## config.mk

```make
export PLATFORM = sky130hd
export DESIGN_NAME = mole_round_controller
export DESIGN_NICKNAME = d
export VERILOG_FILES = /design/src/rtl/mole_round_controller.sv
export SDC_FILE = /design/constraint.sdc
export NUM_CORES = 1
export LEC_CHECK = 0
export ABC_AREA = 1
export CAP_MARGIN = 0
export CORE_MARGIN = 3
export CORE_UTILIZATION = 40
export CTS_CLUSTER_SIZE = 14
export DETAILED_ROUTE_END_ITERATION = 8
export GPL_TIMING_DRIVEN = 1
export PLACE_DENSITY = 0.65
export SYNTH_ARGS = -nofsm -noshare
export SYNTH_HDL_FRONTEND = slang
export SYNTH_SLANG_ARGS = --single-unit
```

## constraint.sdc

```tcl
create_clock -name clock -period 4.5 [get_ports clock]
set_clock_uncertainty 0.05 [all_clocks]
set_input_delay 1.125 -clock clock [delete_from_list [all_inputs] [get_ports clock]]
set_output_delay 1.125 -clock clock [all_outputs]
set_load 0.1 [all_outputs]
```

## src/rtl/mole_round_controller.sv

```systemverilog
// Whack-a-mole round sequencer: gap, timed one-hot mole, hit/miss/timeout, score.
// Optional: MOLE_STREAK_SPEEDUP_EN shortens the window as the hit streak grows.
module mole_round_controller #(
    parameter int NUM_MOLES  = 3,
    parameter int SCORE_W    = 8,
    parameter int CNT_W      = 28,
    parameter int GAP_CYCLES = 150000000
) (
    input  logic                 clock,
    input  logic                 reset,
    input  logic                 game,
    input  logic [CNT_W-1:0]     speed,
    input  logic [NUM_MOLES-1:0] button,
    output logic [NUM_MOLES-1:0] moles,
    output logic [SCORE_W-1:0]   score,
    output logic                 hit_pulse,
    output logic                 miss_pulse,
    output logic                 timeout_pulse
);

    typedef enum logic [1:0] {
        IDLE,
        GAP,
        SHOW
    } state_t;

    localparam logic [CNT_W-1:0] GAP_LOAD = CNT_W'(GAP_CYCLES - 1);
    localparam logic [NUM_MOLES-1:0] ONE = {{(NUM_MOLES-1){1'b0}}, 1'b1};

    state_t               state_q, state_d;
    logic [CNT_W-1:0]     counter_q, counter_d;
    logic [7:0]           lfsr_q, lfsr_d;
    logic [NUM_MOLES-1:0] btn_prev_q;
    logic [NUM_MOLES-1:0] rise_q, rise_d;
    logic [NUM_MOLES-1:0] moles_d;
    logic [SCORE_W-1:0]   score_d;
    logic                 hit_d, miss_d, timeout_d;

    logic [NUM_MOLES-1:0] rise;
    logic [7:0]           mole_idx;
    logic [CNT_W-1:0]     win;
    logic [CNT_W-1:0]     win_load;
    logic                 hit_now, wrong_now;

`ifdef MOLE_STREAK_SPEEDUP_EN
    logic [3:0] streak_q, streak_d;
`endif

    always_ff @(posedge clock) begin
        if (reset) begin
            state_q       <= IDLE;
            counter_q     <= '0;
            lfsr_q        <= 8'h01;
            btn_prev_q    <= '0;
            rise_q        <= '0;
            moles         <= '0;
            score         <= '0;
            hit_pulse     <= 1'b0;
            miss_pulse    <= 1'b0;
            timeout_pulse <= 1'b0;
`ifdef MOLE_STREAK_SPEEDUP_EN
            streak_q      <= '0;
`endif
        end else begin
            state_q       <= state_d;
            counter_q     <= counter_d;
            lfsr_q        <= lfsr_d;
            btn_prev_q    <= button;
            rise_q        <= rise_d;
            moles         <= moles_d;
            score         <= score_d;
            hit_pulse     <= hit_d;
            miss_pulse    <= miss_d;
            timeout_pulse <= timeout_d;
`ifdef MOLE_STREAK_SPEEDUP_EN
            streak_q      <= streak_d;
`endif
        end
    end

    // Rises are registered once and only while a mole is up, so a press
    // carried over from the gap never reaches the scoring logic.
    always_comb begin
        rise      = button & ~btn_prev_q;
        hit_now   = |(rise_q & moles);
        wrong_now = |(rise_q & ~moles);
        mole_idx  = 8'(32'(lfsr_q) % NUM_MOLES);
`ifdef MOLE_STREAK_SPEEDUP_EN
        win = speed >> streak_q[3:2];
`else
        win = speed;
`endif
        if (win == '0) begin
            win = CNT_W'(1);
        end
        win_load = win - CNT_W'(1);
    end

    always_comb begin
        state_d   = state_q;
        counter_d = counter_q;
        lfsr_d    = lfsr_q;
        moles_d   = moles;
        score_d   = score;
        hit_d     = 1'b0;
        miss_d    = 1'b0;
        timeout_d = 1'b0;
        rise_d    = (state_q == SHOW) ? rise : '0;
`ifdef MOLE_STREAK_SPEEDUP_EN
        streak_d  = streak_q;
`endif
        if (!game) begin
            state_d   = IDLE;
            counter_d = '0;
            lfsr_d    = 8'h01;
            moles_d   = '0;
            score_d   = '0;
            rise_d    = '0;
`ifdef MOLE_STREAK_SPEEDUP_EN
            streak_d  = '0;
`endif
        end else begin
            unique case (state_q)
                IDLE: begin
                    state_d   = GAP;
                    counter_d = GAP_LOAD;
                    moles_d   = '0;
                end
                GAP: begin
                    moles_d = '0;
                    if (counter_q == '0) begin
                        state_d   = SHOW;
                        moles_d   = ONE << mole_idx;
                        counter_d = win_load;
                        lfsr_d    = {lfsr_q[6:0],
                                     lfsr_q[7] ^ lfsr_q[5] ^ lfsr_q[4] ^ lfsr_q[3]};
                    end else begin
                        counter_d = counter_q - CNT_W'(1);
                    end
                end
                SHOW: begin
                    if (hit_now) begin
                        if (score != '1) begin
                            score_d = score + SCORE_W'(1);
                        end
                        hit_d     = 1'b1;
                        moles_d   = '0;
                        state_d   = GAP;
                        counter_d = GAP_LOAD;
`ifdef MOLE_STREAK_SPEEDUP_EN
                        if (streak_q != 4'hF) begin
                            streak_d = streak_q + 4'd1;
                        end
`endif
                    end else begin
                        if (wrong_now) begin
                            miss_d = 1'b1;
                            if (score != '0) begin
                                score_d = score - SCORE_W'(1);
                            end
`ifdef MOLE_STREAK_SPEEDUP_EN
                            streak_d = '0;
`endif
                        end
                        if (counter_q == '0) begin
                            timeout_d = 1'b1;
                            moles_d   = '0;
                            state_d   = GAP;
                            counter_d = GAP_LOAD;
`ifdef MOLE_STREAK_SPEEDUP_EN
                            streak_d  = '0;
`endif
                        end else begin
                            counter_d = counter_q - CNT_W'(1);
                        end
                    end
                end
                default: begin
                    state_d = IDLE;
                    moles_d = '0;
                end
            endcase
        end
    end

endmodule

```

==> results of run 1 <==
==> where the power goes <==
| part | leakage [uW] | switching, uW | internal, uW | total, uW |
|---|---|---|---|---|
| combinational | 0.00200 | 132 | 96.6 | 229 |
| sequential | 0.000472 | 11.9 | 526 | 538 |
| clock | 0.000155 | 251 | 500 | 752 |
==> flip-flops by register name, indices dropped and copies added, names as in the netlist <==
register / flops
hit_pulse: 1
counter_q: 28
lfsr_q: 8
state_q: 2
timeout_pulse: 1
score: 8
moles: 3
miss_pulse: 1
rise_q: 3
btn_prev_q: 3
==> per-stage QoR <==
stage          instances    util  hold WS, ns  total power [uW]
4_1_cts              957  0.5211       0.3360              1526
6_report             962  0.5283       0.3352              1518
3_5_place_dp         941  0.4917       0.3309             769.1
3_3_place_gp         941  0.4917       0.3321             764.9
5_1_grt              962  0.5283       0.3468              1582
2_1_floorplan        743       -       0.3232             679.5
==> cell families (layout without fill, tap and decap cells) <==
kind of cell / Yosys count / count (layout)
simple gates: 336 / 336
compound gates: 158 / 158
flops: 58 / 58
xor+xnor: 43 / 43
fa+ha+maj: 17 / 17
buf+inv: 131 / 210
==> layer usage <==
layer | routed length, um | track usage | vias up
li1 | - | - | 2621
met1 | 6167 | 0.2781 | 2377
met2 | 6715 | 0.3638 | 151
met3 | 762 | 0.04123 | 22
met4 | 198 | 0.06492 | 0
met5 | 0 | 0 | -
==> final timing paths <==
| check | from | end | slack (ns) |
|---|---|---|---|
| min | btn_prev_q[2]$_SDFF_PP0_ | rise_q[2]$_SDFF_PP0_ | 0.34 |
| max reg2reg | lfsr_q[7]$_SDFFE_PP0P_ | moles[0]$_SDFFE_PP0P_ | 0.32 |
| max | lfsr_q[7]$_SDFFE_PP0P_ | moles[0]$_SDFFE_PP0P_ | 0.32 |
| min reg2reg | btn_prev_q[2]$_SDFF_PP0_ | rise_q[2]$_SDFF_PP0_ | 0.34 |
==> area by class of cell <==
type / count / area, um^2 / share of cell area
flip-flops and latches: 58 / 1161 / 0.1975
multi-input cells: 554 / 3064 / 0.5213
inverters: 113 / 424.2 / 0.07216
well taps: 140 / 175.2 / 0.02980
clock inverters: 6 / 88.84 / 0.01511
repair buffers: 81 / 725.7 / 0.1235
clock buffers: 10 / 239.0 / 0.04066
==> layout by cell type, fill, tap and decap left out, drive strengths merged <==
cell type,instances
o21ai,52
clkbuf,10
o22ai,10
bufinv,2
a2bb2oi,1
a221oi,5
nand3,51
o21a,1
xor2,23
ha,16
nand2,138
inv,111
and2,2
buf,34
nor2,98
or3,1
a211o,1
o21bai,1
clkinvlp,2
nand4,17
nor3,15
o211ai,5
a21o,1
or4,1
a21oi,65
nor4,9
a211oi,6
fa,1
xnor2,20
a31oi,7
or2,4
o221ai,3
dfxtp,58
clkdlybuf4s50,47
clkinv,4
==> timing repair <==
action | 4_1_cts | 5_1_grt
resized for setup | 0 | 12
endpoints found under the setup margin | 0 | 3
setup buffers | 0 | 5
==> worst max-delay path, delay by kind of cell (launching register included) <==
kind	cells	cell delay (ns)
simple gates	25	2.64
buf+inv	5	0.33
flops	1	0.31
fa+ha+maj	3	0.65
compound gates	1	0.14
==> flow_metrics.tcl, run 1 <==
set metrics [dict create \
    grt_antenna_before_repair 0 \
    wl_per_cell_um 14.39 \
    vias 5171 \
    finalSetupTns_ns 0 \
    timing.final.ws_setup_ns 0.3245 \
    dr.pass1.iters 5 \
    synth_simple_gate_area_frac 0.3282 \
    slowest_stage "dfxtp_1" \
    grt_overflow 0 \
    synth_edf_count 0 \
    routabilityCongestion 0.9183 \
    setup_viol_count_final 0 \
    power_density_nw_per_um2 258.3 \
    n_fill_cell 1130 \
    core_area_um2 11130 \
    status "finished clean" \
    initial_core_util 0.4208 \
    synthTopCellsByArea "dfxtp_1, nand2_1, inv_1" \
    crit_type "register to register" \
    ant_nets 0 \
    ys_warn_count 0 \
    tightest_slew_ns 1.099 \
    postSynthCellCount 743 \
    grt_pass1_wl_um 22910 \
    cts_sinks 58 \
    synthTopCellsByCount "nand2_1, inv_1, nor2_1" \
    place_ws_ns 0.09607 \
    fmax_mhz 239.5 \
    grt_pass1_vias 4861 \
    synthAdderAreaFrac 0.04703 \
    endpoint_kind "register" \
    finalMaxSlewViolations 0 \
    critical_path.startpoint_type "register" \
    postSynthAreaPerCell_um2 6.301 \
    total_leakage_power_uw 0.002628 \
    synth_top_area_share 0.2480 \
    hold_viol_final 0 \
    die_area_um2 13040 \
    synth-main-ff-cell "dfxtp_1" \
    track_usage 0.2153 \
    root_buffer "clkbuf_16" \
    grt_max_degree 27 \
    synth_compound_area_frac 0.1897 \
    clock_path_buffers 2 \
    clk_pin_slew_ns 0.06 \
    synthArstFlopShare 0 \
    drt_iter0_drc 408 \
    drive_gt1_frac 0.1107 \
    insertion_delay_ns 0.33 \
    whs_path_depth 1 \
    slowest_delay_ns 0.31 \
    die_h_um 114.2 \
    min_path_type "register to register" \
    area_delta_synth_final_pct 25.55 \
    fin_crit_sh 0.9279 \
    cts-buffers-inserted 9 \
    portBuffers 47 \
    critPathMaxFanout 4 \
    synth_top_area_cell "dfxtp_1" \
    synth_top_family_by_area "simple AND/OR/NAND/NOR gates" \
    synthMuxAreaShare 0 \
    routed_wl_um 13840 \
    antenna_cells 0 \
    cp.arrival_ns 4.39 \
    fin_nets 868 \
    ys_seq_area_frac 0.2480 \
    cts_hold_buffers 0 \
    period_minus_slack_ns 4.175 \
    drc_errors 0 \
    final_cell_area_um2 5878 \
    rows 38 \
    yosysMostFrequentCell "nand2_1" \
    cp.required_ns 4.72 \
    placedInstanceArea_um2 5470 \
    dieWidth_um 114.2 \
    rr_worst_depth 34 \
    synth.ff_latch_count 58 \
    irDropWorstVdd_uv 173.6 \
    worst_path_most_repeated_cell "nand2_1" \
    maxCapViolCount 0 \
    ios 48 \
    synth_nets 794 \
    dp_hpwl_um 10350 \
    cts_tree "yes" \
    cts-htree-levels 3 \
    synth-xor-area-share 0.08044 \
    via_per_inst 5.375 \
    ys_types 43 \
    relSlewSlack 0.2646 \
    syn_area_um2 4682 \
]
Power figures use the tool's default switching activity.
==> run 2: changes to the inputs <==
--- a/config.mk
+++ b/config.mk
@@ -12,6 +12,7 @@
 export CTS_CLUSTER_SIZE = 14
 export DETAILED_ROUTE_END_ITERATION = 8
 export GPL_TIMING_DRIVEN = 1
+export MAX_ROUTING_LAYER = met4
 export PLACE_DENSITY = 0.65
 export SYNTH_ARGS = -nofsm -noshare
 export SYNTH_HDL_FRONTEND = slang
==> run 2 against run 1 <==
Against the previous run: total power is 10% lower; die area unchanged; maximum frequency shrank 1.0%; design area decreased by 0.98%; via count shrank 0.35%; largest power group unchanged; sequential power hardly changed; global-route usage grew 0.43 points; first-iteration DRC count decreased by 35%; sequential share of layout area grew 0.20 points.
==> flow_metrics.tcl, run 2 (synthesis gave the netlist of run 1 again) <==
set metrics [dict create \
    status "finished clean" \
    dieWidth_um 114.2 \
    seqPwrFrac 0.394 \
    place_ws_ns 0.06964 \
    p_comb_frac 0.169 \
    mostFrequentLayoutCells "nand2_1, inv_1, nor2_1" \
    layout_commonest_cell "nand2_1" \
    worst_path_most_repeated_cell "nand3_2" \
    endpoint_kind "register" \
    setup_viol_count_final 0 \
    routed_wl_um 13870 \
    total_leakage_power_uw 0.002591 \
    fmax_mhz 237.0 \
    p_switching_uw 375.2 \
    antenna_cells 0 \
    grt_pass1_wl_um 23000 \
    track_usage 0.2196 \
    slowest_delay_ns 0.31 \
    wl_per_cell_um 14.46 \
    hold_viol_final 0 \
    power_uw 1365 \
    rows 38 \
    timing.final.ws_setup_ns 0.2814 \
    maxCapViolCount 0 \
    cts-buffers-inserted 9 \
    dp_hpwl_um 10380 \
    drt_iter0_drc 266 \
    critPathMaxFanout 4 \
    swShare 0.2748 \
    power_density_nw_per_um2 234.6 \
    dr.pass1.iters 5 \
    path_buf_inv 5 \
    min_path_type "register to register" \
    routabilityCongestion 0.9484 \
    die_h_um 114.2 \
    tightest_slew_ns 1.143 \
    clk_pin_slew_ns 0.05 \
    cp.required_ns 4.71 \
    critPathTopFamily "simple AND/OR/NAND/NOR gates" \
    initial_core_util 0.4208 \
    cts-htree-levels 3 \
    cp.arrival_ns 4.43 \
    fin_nets 866 \
    crit_type "register to register" \
    top_register "counter_q" \
    drc_errors 0 \
    finalMaxSlewViolations 0 \
    relSlewSlack 0.2352 \
    period_minus_slack_ns 4.219 \
    core_area_um2 11130 \
    irDropWorstVdd_uv 182.0 \
    grt_overflow 0 \
    clock_path_buffers 2 \
    die_area_um2 13040 \
    clock_power_share 0.436 \
    grt_antenna_before_repair 0 \
    vias 5153 \
    p_int_uw 990.1 \
    slowest_stage "dfxtp_1" \
    grt_pass1_vias 4948 \
    fin_crit_sh 0.9375 \
    cts_sinks 58 \
    cts_tree "yes" \
    critical_path.startpoint_type "register" \
    area_delta_synth_final_pct 24.32 \
    grt_max_degree 27 \
    drive_gt1_frac 0.1123 \
    layout.cells.non_filler 959 \
    largest_reg_flops 28 \
    insertion_delay_ns 0.33 \
    portBuffers 47 \
    reg_top3 "counter_q: 28 flops, lfsr_q: 8 flops, score: 8 flops" \
    ios 48 \
    placed_cells 941 \
    via_per_inst 5.373 \
    ant_nets 0 \
    root_buffer "clkbuf_16" \
]
## run 2: cell types whose count changed in the layout (fill, tap and decap cells not counted), sizes merged
cell	change
buf	-2
bufinv	-2
clkbuf	+2
clkinv	+1
clkinvlp	-1
inv	-1
## run 2: stage by stage
stage               hold slack, ns  utilization  area (um^2)   TNS, ns
detailed placement          0.3348       0.4917         5470         0
global route                0.3491       0.5232         5821  -0.09153
floorplan                   0.3232            -         4682         0
finish                      0.3368       0.5232         5821         0
CTS                         0.3416       0.5145         5724         0
global placement            0.3321       0.4917         5470         0
## run 2: worst register-to-register path: cells and delay by family, from the launching register on
family | cells | cell delay, ns
AOI/OAI and AO/OA | 1 | 0.14
buffers and inverters | 5 | 0.32
DFF | 1 | 0.31
adders and majority gates | 3 | 0.65
and+or+nand+nor | 25 | 2.68
## run 2: power groups by stage
stage	combinational, uW	sequential (uW)	clock (uW)
final	231	538	596
after global routing	256	539	634
after CTS	223	538	608
after detailed placement	221	548	0
after global placement	217	548	0
after floorplan	134	545	0
## run 2: final timing paths
path / end / cells past startpoint / start / slack, ns
worst max-delay path: moles[0]$_SDFFE_PP0P_ / 34 / lfsr_q[7]$_SDFFE_PP0P_ / 0.28
worst min-delay path: rise_q[1]$_SDFF_PP0_ / 1 / btn_prev_q[1]$_SDFF_PP0_ / 0.34
worst max register to register: moles[0]$_SDFFE_PP0P_ / 34 / lfsr_q[7]$_SDFFE_PP0P_ / 0.28
worst min register to register: rise_q[1]$_SDFF_PP0_ / 1 / btn_prev_q[1]$_SDFF_PP0_ / 0.34
## run 2: routing by layer
layer,vias up,part of all wire,global-route usage,wire length [um]
li1,2601,-,-,-
met3,23,0.055,0.03330,764
met1,2379,0.45,0.2730,6189
met4,0,0.020,0.07284,273
met5,-,0,-,0
met2,150,0.48,0.3653,6644
## run 2: cell type report
class / count / area [um^2]
Sequential cell: 58 / 1161
Inverter: 113 / 424.2
Clock buffer: 12 / 236.5
Multi-Input combinational cell: 554 / 3095
Timing Repair Buffer: 79 / 710.7
Fill cell: 1140 / 5305
Clock inverter: 3 / 17.52
Tap cell: 140 / 175.2
## run 2: timing repair
item / in CTS / in global routing
endpoints found under the setup margin: 0 / 3
hold buffers: 0 / 0
resized for setup: 0 / 19
buffers inserted: 0 / 3
==> run 3: changes to the inputs <==
--- a/config.mk
+++ b/config.mk
@@ -14,6 +14,7 @@
 export GPL_TIMING_DRIVEN = 1
 export MAX_ROUTING_LAYER = met4
 export PLACE_DENSITY = 0.65
+export REMOVE_ABC_BUFFERS = 1
 export SYNTH_ARGS = -nofsm -noshare
 export SYNTH_HDL_FRONTEND = slang
 export SYNTH_SLANG_ARGS = --single-unit
==> run 3 against run 2 <==
Against the previous run: die area did not move; routed wire length fell by 0.69%; highest routed layer unchanged; design area rose by 1.1%; hold slack improved by 0.00090 ns; critical path depth did not move; non-clock buffer count rose by 1; first-iteration DRC count rose by 8.6%; maximum frequency rose by 2.0%; sequential power barely moved; count of clock-buffer cells in the layout fell by 3; combinational power barely moved; clock power rose by 17%.
==> flow_metrics.tcl, run 3 (synthesis gave the netlist of run 1 again) <==
set metrics [dict create \
    status "finished clean" \
    layout_commonest_cell "nand2_1" \
    cp.required_ns 4.71 \
    cts_tree "yes" \
    regToRegStartpoint "lfsr_q[7]$_SDFFE_PP0P_" \
    finalSetupTns_ns 0 \
    finalMaxSlewViolations 0 \
    root_buffer "clkbuf_16" \
    clock_path_buffers 2 \
    initial_core_util 0.4208 \
    clk_pin_slew_ns 0.06 \
    path_buf_inv 6 \
    fmax_mhz 241.9 \
    grt_pass1_vias 4963 \
    critPathTopFamily "simple AND/OR/NAND/NOR gates" \
    grt_pass1_wl_um 23060 \
    cts-htree-levels 3 \
    endpoint_kind "register" \
    vias 5084 \
    critical_path.startpoint_type "register" \
    r2r_end "moles[0]$_SDFFE_PP0P_" \
    routed_wl_um 13780 \
    power_density_nw_per_um2 249.3 \
    whs_path_depth 1 \
    hold_viol_final 0 \
    drt_iter0_drc 289 \
    reg_top3 "counter_q: 28 flops, lfsr_q: 8 flops, score: 8 flops" \
    total_leakage_power_uw 0.002610 \
    timing.final.ws_setup_ns 0.3655 \
    rows 38 \
    slowest_stage "dfxtp_1" \
    largest_reg_flops 28 \
    dr.pass1.iters 5 \
    antenna_cells 0 \
    global_route.usage.met1 0.2780 \
    cts-buffers-inserted 9 \
    grt_max_degree 27 \
    dieWidth_um 114.2 \
    drive_gt1_frac 0.1169 \
    grt_antenna_before_repair 0 \
    dp_hpwl_um 10320 \
    worst_path_most_repeated_cell "nand2_2" \
    setup_viol_count_final 0 \
    die_area_um2 13040 \
    routabilityCongestion 0.9542 \
    grt-busiest-layer "met2" \
    layout.cells.non_filler 961 \
    tightest_slew_ns 1.111 \
    grt_util_met3 0.04123 \
    slowest_delay_ns 0.31 \
    fin_nets 867 \
    ant_nets 0 \
    rr_worst_depth 34 \
    track_usage 0.2209 \
    cts_hold_buffers 0 \
    die_h_um 114.2 \
    rrSetupSlack_ns 0.37 \
    insertion_delay_ns 0.33 \
    crit_type "register to register" \
    maxCapViolCount 0 \
    cts_sinks 58 \
    top_register "counter_q" \
    period_minus_slack_ns 4.135 \
    min_path_type "register to register" \
    irDropWorstVdd_uv 193.2 \
    area_delta_synth_final_pct 25.68 \
    mostFrequentLayoutCells "nand2_1, inv_1, nor2_1" \
    placed_cells 941 \
    via_per_inst 5.290 \
    ios 48 \
    wl_per_cell_um 14.33 \
    min_to "rise_q[1]$_SDFF_PP0_" \
    place_ws_ns 0.08768 \
    grt_overflow 0 \
    worstHoldStart "btn_prev_q[1]$_SDFF_PP0_" \
    core_area_um2 11130 \
    fin_crit_sh 0.9188 \
    drc_errors 0 \
    met2_usage 0.3552 \
    relSlewSlack 0.2569 \
    portBuffers 47 \
    cp.arrival_ns 4.35 \
    critPathMaxFanout 5 \
]
[run 3: worst register-to-register path: cells and delay by family, from the launching register on]
kind / cells / cell delay (ns)
buf+inv: 6 / 0.42
flops: 1 / 0.31
fa+ha+maj: 3 / 0.63
simple gates: 24 / 2.53
compound gates: 1 / 0.14
[run 3: what timing repair did]
action | 4_1_cts | 5_1_grt
gates resized for setup | 0 | 19
setup endpoints to repair | 0 | 4
buffers inserted | 0 | 4
endpoints found under the hold margin | 0 | 0
[run 3: per-layer routing]
layer | wire (um) | vias up
met3 | 801 | 24
li1 | - | 2614
met5 | 0 | -
met2 | 6576 | 151
met1 | 6145 | 2295
met4 | 252 | 0
[run 3: area by class of cell]
| type | count | area (um^2) |
|---|---|---|
| Sequential cell | 58 | 1161 |
| Timing Repair Buffer | 80 | 718.2 |
| Clock buffer | 9 | 225.2 |
| Fill cell | 1105 | 5241 |
| Inverter | 113 | 424.2 |
| Multi-Input combinational cell | 554 | 3102 |
| Tap cell | 140 | 175.2 |
| Clock inverter | 7 | 78.83 |
[run 3: worst max-delay path by stage]
stage / from / slack [ns] / endpoint / depth (start not counted)
3_5_place_dp: speed[2] / 0.09 / counter_q[26]$_SDFFE_PP0N_ / 24
2_1_floorplan: lfsr_q[6]$_SDFFE_PP0P_ / 0.61 / moles[2]$_SDFFE_PP0P_ / 34
5_1_grt: lfsr_q[7]$_SDFFE_PP0P_ / -0.03 / moles[0]$_SDFFE_PP0P_ / 38
4_1_cts: lfsr_q[7]$_SDFFE_PP0P_ / 0.29 / moles[1]$_SDFFE_PP0P_ / 38
6_report: lfsr_q[7]$_SDFFE_PP0P_ / 0.37 / moles[0]$_SDFFE_PP0P_ / 34
3_3_place_gp: speed[16] / 0.23 / counter_q[26]$_SDFFE_PP0N_ / 24
[run 3: report_power, final]
part / internal [uW] / leakage (uW) / switching (uW)
Combinational: 97.9 / 0.00200 / 133
Sequential: 526 / 0.000472 / 12.0
Clock: 432 / 0.000138 / 267
Total: 1060 / 0.00261 / 412
[run 3: stage by stage]
step | cell area (um^2) | util | hold slack [ns] | total power (uW)
5_1_grt | 5884 | 0.5289 | 0.3489 | 1527
2_1_floorplan | 4607 | - | 0.3232 | 677.3
3_5_place_dp | 5470 | 0.4917 | 0.3318 | 768.4
4_1_cts | 5774 | 0.5190 | 0.3409 | 1463
3_3_place_gp | 5470 | 0.4917 | 0.3308 | 764.1
6_report | 5884 | 0.5289 | 0.3377 | 1467
